<file path="config.mk">
export PLATFORM = sky130hd
export DESIGN_NAME = keypad_entry_collector
export DESIGN_NICKNAME = d
export VERILOG_FILES = /design/src/rtl/password_pkg.sv /design/src/rtl/button_debouncer.sv /design/src/rtl/keypad_entry_collector.sv
export SDC_FILE = /design/constraint.sdc
export NUM_CORES = 1
export LEC_CHECK = 0
export CAP_MARGIN = 10
export CELL_PAD_IN_SITES_DETAIL_PLACEMENT = 1
export CELL_PAD_IN_SITES_GLOBAL_PLACEMENT = 1
export CORE_MARGIN = 4
export CORE_UTILIZATION = 48
export CTS_CLUSTER_SIZE = 20
export DETAILED_ROUTE_END_ITERATION = 12
export PLACE_DENSITY = 0.81
export SLEW_MARGIN = 40
export SYNTH_ARGS = -nofsm -noshare
export SYNTH_HDL_FRONTEND = slang
export SYNTH_SLANG_ARGS = --single-unit
</file>
<file path="constraint.sdc">
create_clock -name clk -period 5.09 [get_ports clk]
set_clock_uncertainty 0.05 [all_clocks]
set_input_delay 0.7635 -clock clk [delete_from_list [all_inputs] [get_ports clk]]
set_output_delay 0.7635 -clock clk [all_outputs]
set_load 0.02 [all_outputs]
</file>
<file path="src/rtl/password_pkg.sv">
// Shared definitions for the keypad collector and the downstream password checker.
package password_pkg;

    localparam int unsigned PW_WIDTH_DEFAULT = 4;
    localparam int unsigned PW_COUNT_W       = $clog2(PW_WIDTH_DEFAULT + 1);

    typedef enum logic [1:0] {
        IDLE   = 2'd0,
        ENTRY  = 2'd1,
        READY  = 2'd2,
        LOCKED = 2'd3
    } collector_state_t;

endpackage

</file>
<file path="src/rtl/button_debouncer.sv">
// Two-flop synchronizer, counter debouncer and registered one-cycle press pulse.
module button_debouncer #(
    parameter int unsigned DEBOUNCE_CYCLES = 16
) (
    input  logic clk,
    input  logic reset,
    input  logic btn,
    output logic press
);

    localparam int unsigned CNT_W = (DEBOUNCE_CYCLES > 2) ? $clog2(DEBOUNCE_CYCLES) : 1;

    logic [1:0]       sync;
    logic             level;
    logic [CNT_W-1:0] cnt;

    // Pulse is raised on the same edge the debounced level rises.
    always_ff @(posedge clk) begin
        if (reset) begin
            sync  <= 2'b00;
            level <= 1'b0;
            cnt   <= '0;
            press <= 1'b0;
        end else begin
            sync  <= {sync[0], btn};
            press <= 1'b0;
            if (sync[1] == level) begin
                cnt <= '0;
            end else if (cnt == CNT_W'(DEBOUNCE_CYCLES - 1)) begin
                level <= sync[1];
                cnt   <= '0;
                press <= sync[1];
            end else begin
                cnt <= cnt + CNT_W'(1);
            end
        end
    end

endmodule

</file>
<file path="src/rtl/keypad_entry_collector.sv">
// Debounces keypad buttons and assembles an MSB-first password for the checker.
module keypad_entry_collector
    import password_pkg::*;
#(
    parameter int unsigned PW_WIDTH        = PW_WIDTH_DEFAULT,
    parameter int unsigned DEBOUNCE_CYCLES = 16,
    parameter int unsigned IDLE_TIMEOUT    = 1000
) (
    input  logic                              clk,
    input  logic                              reset,
    input  logic                              btn_zero,
    input  logic                              btn_one,
    input  logic                              btn_submit,
    input  logic                              btn_clear,
    input  logic                              locked,
    output logic [PW_WIDTH-1:0]               password,
    output logic                              enter,
    output logic [$clog2(PW_WIDTH+1)-1:0]     digit_count,
    output logic                              entry_error
);

    localparam int unsigned CNT_W = $clog2(PW_WIDTH + 1);
    localparam int unsigned TMR_W = $clog2(IDLE_TIMEOUT + 1);

    logic zero_press, one_press, submit_press, clear_press;

    button_debouncer #(.DEBOUNCE_CYCLES(DEBOUNCE_CYCLES)) u_db_zero (
        .clk(clk), .reset(reset), .btn(btn_zero), .press(zero_press));
    button_debouncer #(.DEBOUNCE_CYCLES(DEBOUNCE_CYCLES)) u_db_one (
        .clk(clk), .reset(reset), .btn(btn_one), .press(one_press));
    button_debouncer #(.DEBOUNCE_CYCLES(DEBOUNCE_CYCLES)) u_db_submit (
        .clk(clk), .reset(reset), .btn(btn_submit), .press(submit_press));
    button_debouncer #(.DEBOUNCE_CYCLES(DEBOUNCE_CYCLES)) u_db_clear (
        .clk(clk), .reset(reset), .btn(btn_clear), .press(clear_press));

    collector_state_t  state, state_n;
    logic [PW_WIDTH-1:0] sr, sr_n;
    logic [CNT_W-1:0]    cnt_n;
    logic [TMR_W-1:0]    timer, timer_n;
    logic [PW_WIDTH-1:0] password_n;
    logic                enter_n;
    logic                error_n;

    always_ff @(posedge clk) begin
        if (reset) begin
            state       <= IDLE;
            sr          <= '0;
            digit_count <= '0;
            timer       <= '0;
            password    <= '0;
            enter       <= 1'b0;
            entry_error <= 1'b0;
        end else begin
            state       <= state_n;
            sr          <= sr_n;
            digit_count <= cnt_n;
            timer       <= timer_n;
            password    <= password_n;
            enter       <= enter_n;
            entry_error <= error_n;
        end
    end

    // Priority: locked > clear > submit > digit > idle timer.
    always_comb begin
        state_n    = state;
        sr_n       = sr;
        cnt_n      = digit_count;
        timer_n    = timer;
        password_n = '0;
        enter_n    = 1'b0;
        error_n    = 1'b0;

        if (locked) begin
            state_n = LOCKED;
            sr_n    = '0;
            cnt_n   = '0;
            timer_n = '0;
        end else if (state == LOCKED) begin
            state_n = IDLE;
        end else if (clear_press) begin
            state_n = IDLE;
            sr_n    = '0;
            cnt_n   = '0;
            timer_n = '0;
        end else if (submit_press) begin
            if (digit_count == CNT_W'(PW_WIDTH)) begin
                enter_n    = 1'b1;
                password_n = sr;
            end else begin
                error_n = 1'b1;
            end
            state_n = IDLE;
            sr_n    = '0;
            cnt_n   = '0;
            timer_n = '0;
        end else if ((zero_press ^ one_press) && (state != READY)) begin
            sr_n    = PW_WIDTH'({sr, one_press});
            cnt_n   = digit_count + CNT_W'(1);
            timer_n = '0;
            state_n = (cnt_n == CNT_W'(PW_WIDTH)) ? READY : ENTRY;
        end else if ((state == ENTRY) || (state == READY)) begin
            if (timer == TMR_W'(IDLE_TIMEOUT - 1)) begin
                state_n = IDLE;
                sr_n    = '0;
                cnt_n   = '0;
                timer_n = '0;
            end else begin
                timer_n = timer + TMR_W'(1);
            end
        end
    end

endmodule

</file>
== After elaboration in Yosys (flattened, before gate mapping) ==
Index checks and enable logic that the tools add are counted.

* Bits of input ports: 7
* Register bits after elaboration: 57
* Output and inout port bits: 9
* Word-level logic and storage cells: 105

* Reduce and logical (&&, ||, !) cells: 24
* Bitwise logic cells: 12
* Add/sub/neg operators: 6
* Multiplexer cells: 25
* Eq/ne operators: 15

{| class="wikitable"
|+ Operator list
! operator !! count
|-
| $mux W10 || 5
|-
| $reduce_or A3 Y1 || 8
|-
| $mux W4 || 5
|-
| $add A4 B1 Y4 const B || 4
|-
| $eq A4 B4 Y1 const B || 4
|-
| $mux W2 || 8
|-
| $mux W3 || 5
|-
| $reduce_and A2 Y1 || 6
|-
| $reduce_bool A6 Y1 || 2
|-
| $not A1 Y1 || 11
|-
| $add A10 B1 Y10 const B || 1
|-
| $eq A10 B10 Y1 const B || 1
|-
| $reduce_bool A4 Y1 || 2
|-
| $eq A3 B3 Y1 const B || 2
|-
| $reduce_or A6 Y1 || 1
|-
| $reduce_or A5 Y1 || 1
|-
| $eq A1 B1 Y1 || 4
|-
| $eq A2 B2 Y1 const B || 2
|-
| $add A3 B1 Y3 const B || 1
|-
| $reduce_and A3 Y1 || 1
|-
| $eq A2 B1 Y1 const B || 1
|-
| $mux W1 || 2
|-
| $ne A2 B2 Y1 const B || 1
|-
| $reduce_or A2 Y1 || 1
|-
| other kinds (3) || 3
|}

== Logic depth before layout (Yosys ltp) ==
Gate-level depths: netlist (run 1).

* Word-level depth: 8
* Gate-level depth with buffers: 7
* Depth with buffers taken out: 6

== Hierarchy ==
Synthesis (run 1) repeated with hierarchy kept, for this count alone.

* Cells, all modules: 237
* Area, all modules: 2353.5 µm²

{| class="wikitable"
|+ Modules (own cells, without submodules)
! module !! times used !! area an instance (µm²) !! cells each
|-
| keypad_entry_collector || 1 || 1227.4 || 137
|-
| button_debouncer || 4 || 281.5 || 25
|}

== Worst setup path after synthesis (run 1) ==
Ideal clock, no wire load.

* Kind: register -> register
* Start: register state[0]
* End: register timer[7]
* Path buffers: 0
* Cell stages (with the launch flop): 7
* Arrival: 1.893 ns
* Path slack: 3.061 ns
* Clock period less this slack: 2.029 ns
* Setup time: 0.086 ns
* Required time: 4.954 ns
* Cell sequence: dfxtp_1 inv_1 ha_1 nor4bb_1 a311o_1 or4_1 a211oi_1

* Longest elaborated chain between the ends: 5
* Elaborated cells on any way between the ends: 12

{| class="wikitable"
|+ RTL lines
! what !! RTL line !! source
|-
| start: declaration || keypad_entry_collector.sv:36 || <nowiki>collector_state_t state, state_n;</nowiki>
|-
| start signal: assignment || keypad_entry_collector.sv:54 || <nowiki>state <= state_n;</nowiki>
|-
| $ne A2 B2 Y1 || keypad_entry_collector.sv:97 || <nowiki>end else if ((zero_press ^ one_press) && (state != READY)) begin</nowiki>
|-
| $logic_and A1 B1 Y1 || keypad_entry_collector.sv:97 ||
|-
| $mux W10 || keypad_entry_collector.sv:97 ||
|-
| $mux W10 || keypad_entry_collector.sv:86 || <nowiki>end else if (submit_press) begin</nowiki>
|-
| $mux W10 || keypad_entry_collector.sv:81 || <nowiki>end else if (clear_press) begin</nowiki>
|-
| end signal: assignment || keypad_entry_collector.sv:57 || <nowiki>timer <= timer_n;</nowiki>
|-
| end: declaration || keypad_entry_collector.sv:39 || <nowiki>logic [TMR_W-1:0] timer, timer_n;</nowiki>
|}

Parallel ways exist; a longest one is shown, timed or not.
A chain may end at the register's enable or synchronous reset.

== Final worst setup path (run 1) ==
* Start: register state[0]
* End: register timer[9]

The elaborated chain is that of the path after synthesis.

==> metrics, run 1 <==
status=finished clean; Syn-to-layout area delta=16.50%; placed cell count=290; fin crit share=0.4707; row count=24; met2 wire len=roughly 2.1 mm; Root Driver=clkbuf_8; syn avg cell area=9.779 sq um; Port Buffers=15; # DRC=0; mean number of vias per cell=5.556; Clock Latency Late Sink=0.33 ns; sequential-to-total area share from yosys stat=0.5118; Final Non-Filler Cells=~300; final number of hold-violating endpoints=0; Setup CP Type=reg2reg; Die ar.=5800 sq um; CTS Hold Bufs=0; Cells after Synth=228; DR vias=1689; Bufs on Longest Clock Path=2; WL/cell=14.38 um; Ports=16; most frequent cell after synthesis=dfxtp_1; core area=4414 sq um; synthesized flop and latch total=57; GPL Wtd Cong=0.7348; VDD IR-drop max=173.8 uV; # clock sinks=57; startpoint types=flop; mux cell area share after synthesis=0.04040; vias in the first global route=1831; Synth Area in Adders=0.05612; hpwl dp=2.952 mm; Cell variety after synth=32; gr ovfl total=0; Syn. warnings=0; final setup fails=0; Critical Path RT=approximately 5.3 ns; Post-synth EDFFs=0; Tightest Pin Transition=0.6314 ns; Synth Area in Compound Gates=0.08754; worst hold path type=reg2reg; Leakage=0.9577 nW; initial drt markers=95; Die Span Y=76.16 um; post-CTS setup repair buffer count=0; maximum clock rate=0.4174 GHz; final wirelength=4.373 mm; Mapped Area=2230 sq um; post-synth top area cell=dfxtp_1; CP max FO=18; synth cell count leaders=dfxtp_1 (57), nor2_1 (24), nand2_1 (18); nets@finish=266; PwrDens=325.1 nW/um^2; Post-synth ARST share=0; number of H-tree levels=3; ranking of synthesized cells by area=dfxtp_1 (51%), ha_1 (5.6%), mux2i_1 (4.0%); Critical Path End Type=flop; post-CTS sizing=0; largest net degree at the start of global routing=25; clock-pin slew on the worst setup and hold paths=about 0.06 ns; worst hold slack=0.3970 ns; Die Width=76.16 um; TritonCTS Buffers=9; drt pass-1 iters=4; Max Slew Vio Count=0; initial antenna violation count=0; crit path DAT=2.58 ns; Synth top area share=0.5118; DRT met1 WL=2.020 mm; Top Layer Used=met4; Routed Antenna Nets=0; ys flop type=dfxtp_1; layout cells sized above 1=0.07143; crit path time final=between 2 and 2.5 ns; number of maximum-capacitance violations=0; Rel. slew slack=0.5790; largest family of logic cells by synthesized area=simple AND/OR/NAND/NOR gates; Ant. Diodes=0; DR WL met3=roughly 160 um; Post-Synth Simple-Gate Area=0.2290; GRT Total Usage=0.1678; post-synthesis xor/xnor area fraction=0.05499; net count after synthesis=between 200 and 250; first-pass GRT wire length=8.038 mm; CTS tree=yes; RSZ-0062 raised after global routing=false; initial core utilization=0.5051; Setup TNS=0 ns
metal layers:
metal	vias up	GRT usage
li1	842	-
met5	-	0
met3	6	0.04846
met1	811	0.1991
met2	30	0.2740
met4	0	0.08566
layout by cell type, fill, tap and decap left out, drive strengths merged, types with 6 or more instances in the layout:
cell	instances
dfxtp	57
clkdlybuf4s50	14
nand2	18
mux2i	9
inv	7
xnor2	9
and3	6
nand3	15
a211oi	8
nor2b	8
ha	10
clkbuf	14
nor2	24
path summary, 6_finish.rpt:
kind                                            startpoint                          to  slack, ns  depth (start not counted)
worst max-delay path                 state[0]$_SDFFE_PP0P_       timer[9]$_SDFFE_PP0P_       2.69                          6
worst max register to register       state[0]$_SDFFE_PP0P_       timer[9]$_SDFFE_PP0P_       2.69                          6
worst min-delay path            u_db_one.cnt[0]$_SDFF_PP0_  u_db_one.cnt[0]$_SDFF_PP0_       0.40                          1
worst min register to register  u_db_one.cnt[0]$_SDFF_PP0_  u_db_one.cnt[0]$_SDFF_PP0_       0.40                          1
cells by family after synthesis:
| kind of cell | Yosys count |
|---|---|
| simple gates | 98 |
| flops | 57 |
| compound gates | 28 |
| xor+xnor | 14 |
| buf+inv | 12 |
| fa+ha+maj | 10 |
| mux | 9 |
final cells by class:
type,instances,area [sq um]
fill,494,1817
sequential,57,1141
multi-input combinational,159,1057
clock buffer,14,162.7
timing repair buffer,15,145.1
tap,52,65.06
inverter,7,26.28
worst max-delay path, cell delays in order, from the launching register on:
cell,delay (ns)
dfxtp_1,0.36
inv_1,0.06
ha_1,0.33
nor4bb_1,0.16
a311o_1,0.54
or4_1,0.57
a211oi_1,0.24
flip-flops by register name, indices dropped and copies added, names as in the netlist, 2 cells and up:
name and cells:
timer 10, password 4, sr 4, u_db_clear.cnt 4, u_db_one.cnt 4, u_db_submit.cnt 4
u_db_zero.cnt 4, digit_count 3, state 2, u_db_clear.sync 2, u_db_one.sync 2, u_db_submit.sync 2
u_db_zero.sync 2
metrics by stage:
stage          setup WS, ns  instance area [sq um]  power [mW]  utilization
2_1_floorplan         3.061                   2230      0.4874            -
4_1_cts               2.225                   2596      0.8548       0.5882
3_3_place_gp          1.917                   2426      0.4970       0.5496
6_report              2.694                   2597      0.8444       0.5884
3_5_place_dp          1.907                   2434      0.4991       0.5513
5_1_grt               2.529                   2597      0.8836       0.5884
power by group:
part | switching [mW] | total, mW | internal (mW)
logic | 0.0193 | 0.0332 | 0.0139
clock network | 0.157 | 0.355 | 0.198
registers | 0.00394 | 0.456 | 0.452
Power figures use the tool's default switching activity.
==> inputs of run 2 (changes only) <==
--- a/config.mk
+++ b/config.mk
@@ -9,10 +9,10 @@
 export CELL_PAD_IN_SITES_DETAIL_PLACEMENT = 1
 export CELL_PAD_IN_SITES_GLOBAL_PLACEMENT = 1
 export CORE_MARGIN = 4
-export CORE_UTILIZATION = 48
+export CORE_UTILIZATION = 40
 export CTS_CLUSTER_SIZE = 20
 export DETAILED_ROUTE_END_ITERATION = 12
-export PLACE_DENSITY = 0.81
+export PLACE_DENSITY = 0.71
 export SLEW_MARGIN = 40
 export SYNTH_ARGS = -nofsm -noshare
 export SYNTH_HDL_FRONTEND = slang
==> constraint.sdc (replaced) <==
create_clock -name clk -period 2.05 [get_ports clk]
set_clock_uncertainty 0.05 [all_clocks]
set_input_delay 0.3075 -clock clk [delete_from_list [all_inputs] [get_ports clk]]
set_output_delay 0.3075 -clock clk [all_outputs]
set_load 0.02 [all_outputs]
==> metrics, run 2 (synthesized netlist as in run 1, its figures left out) <==
layout cells sized above 1=0.2059; placed cell count=~320; hpwl dp=3.139 mm; Leakage=1.098 nW; vias in the first global route=1721; Critical Path RT=2.26 ns; failing checks=setup timing; core area=5270 sq um; crit path time final=2.065 ns; GRT Total Usage=0.1555; GPL Wtd Cong=a little under 0.8; DR WL met3=roughly 150 um; Port Buffers=15; CP max FO=8; Die Width=82.66 um; final total power=between 2 and 2.5 mW; DR vias=1741; Ports=16; Die ar.=6833 sq um; Root Driver=clkbuf_8; initial drt markers=54; Bufs on Longest Clock Path=2; CTS Hold Bufs=0; final core utilization=0.5529; Clock Latency Late Sink=0.33 ns; largest net degree at the start of global routing=23; Max Slew Vio Count=0; Critical Path End Type=flop; # DRC=0; filler cell count=611; Routed Antenna Nets=0; max FFs per register=10; mean number of vias per cell=5.091; worst hold slack=between 0.3 and 0.4 ns; slowest CP cell=a311o_2; Setup WS post-layout=-0.01461 ns; row count=26; DRT met1 WL=2.197 mm; most frequent cells in the layout=dfxtp_1 (55), nor2_1 (24), nand2_1 (18); R2R depth=7; CTS tree=yes; VDD IR-drop max=402.3 uV; Top Layer Used=met4; Die Span Y=between 80 and 90 um; PwrDens=847.8 nW/um^2; crit path DAT=2.27 ns; fin crit share=1.007; number of H-tree levels=3; status=finished with violations; clock-pin slew on the worst setup and hold paths=around 0.070 ns; Rel. slew slack=0.7585; initial core utilization=0.4231; most flop-heavy register=timer; initial antenna violation count=0; final setup fails=1; multi-input logic area=around 1100 sq um; Setup CP Type=reg2reg; # clock sinks=57; startpoint types=flop; TritonCTS Buffers=9; FF+latch area=1144 sq um; Final Non-Filler Cells=342; WL/cell=13.49 um; final number of hold-violating endpoints=0; final wirelength=4.612 mm; Setup TNS=-0.01461 ns; max incr delay on CP=0.46 ns; nets@finish=284; Tightest Pin Transition=between 0.3 and 0.4 ns; first-pass GRT wire length=7.859 mm; drt pass-1 iters=2; met2 wire len=2.155 mm; maximum clock rate=~0.48 GHz; Ant. Diodes=0; gr ovfl total=0; RSZ-0062 raised after global routing=true; number of maximum-capacitance violations=0; ordered cell list for the critical path=inv_2, ha_4, nor4bb_1, a311o_2, buf_12, or4_4, a211oi_2; Syn-to-layout area delta=30.70%; worst hold path type=reg2reg; WHS Path Cells=1; most common cell after layout, fill and taps aside=dfxtp_1
run 2: cell count changes in the layout (fill, tap and decap cells not counted), sizes merged:
| cell | before | now |
|---|---|---|
| clkinvlp | 0 | 1 |
| clkinv | 0 | 2 |
| clkdlybuf4s50 | 14 | 15 |
| buf | 1 | 18 |
| clkbuf | 14 | 11 |
| bufinv | 0 | 2 |
run 2: worst paths after layout:
path	slack (ns)	to	from
setup / recovery	-0.01	timer[6]$_SDFFE_PP0P_	state[0]$_SDFFE_PP0P_
hold / removal	0.40	u_db_zero.sync[1]$_SDFF_PP0_	u_db_zero.sync[0]$_SDFF_PP0_
setup reg to reg	-0.01	timer[6]$_SDFFE_PP0P_	state[0]$_SDFFE_PP0P_
hold reg to reg	0.40	u_db_zero.sync[1]$_SDFF_PP0_	u_db_zero.sync[0]$_SDFF_PP0_
run 2: worst max-delay path, delay by kind of cell (launching register included):
kind,cells,cell delay (ns)
simple gates,2,0.56
flops,1,0.33
fa+ha+maj,1,0.21
compound gates,2,0.64
buf+inv,2,0.21
run 2: cell type report:
class	instances	share of cell area
clock buffer	11	0.05195
clock inverter	5	0.02662
inverter	7	0.009017
multi-input combinational	159	0.3877
sequential	57	0.3924
tap	70	0.03006
timing repair buffer	33	0.1022
run 2: metal layers:
metal	track usage	vias to the layer above
li1	-	878
met1	0.1832	830
met2	0.2540	24
met3	0.03905	9
met4	0.09314	0
met5	0	-
run 2: power breakdown:
group	leakage, nW	total, mW	switching (mW)	internal [mW]
logic	0.520	0.140	0.0644	0.0758
clock network	0.115	1.20	0.452	0.746
registers	0.462	1.13	0.00970	1.12
run 2: what timing repair did:
item,in CTS,in global routing
hold endpoints to repair,0,0
setup endpoints to repair,7,7
gates resized for setup,8,11
pin swaps,6,3
buffers inserted,2,1
run 2: per-stage QoR:
stage	area [sq um]	worst slack, ns
5_1_grt	2914	-0.06678
3_5_place_dp	2574	-0.1735
3_3_place_gp	2574	-0.1251
6_report	2914	-0.01461
2_1_floorplan	2230	0.02105
4_1_cts	2855	0.03874
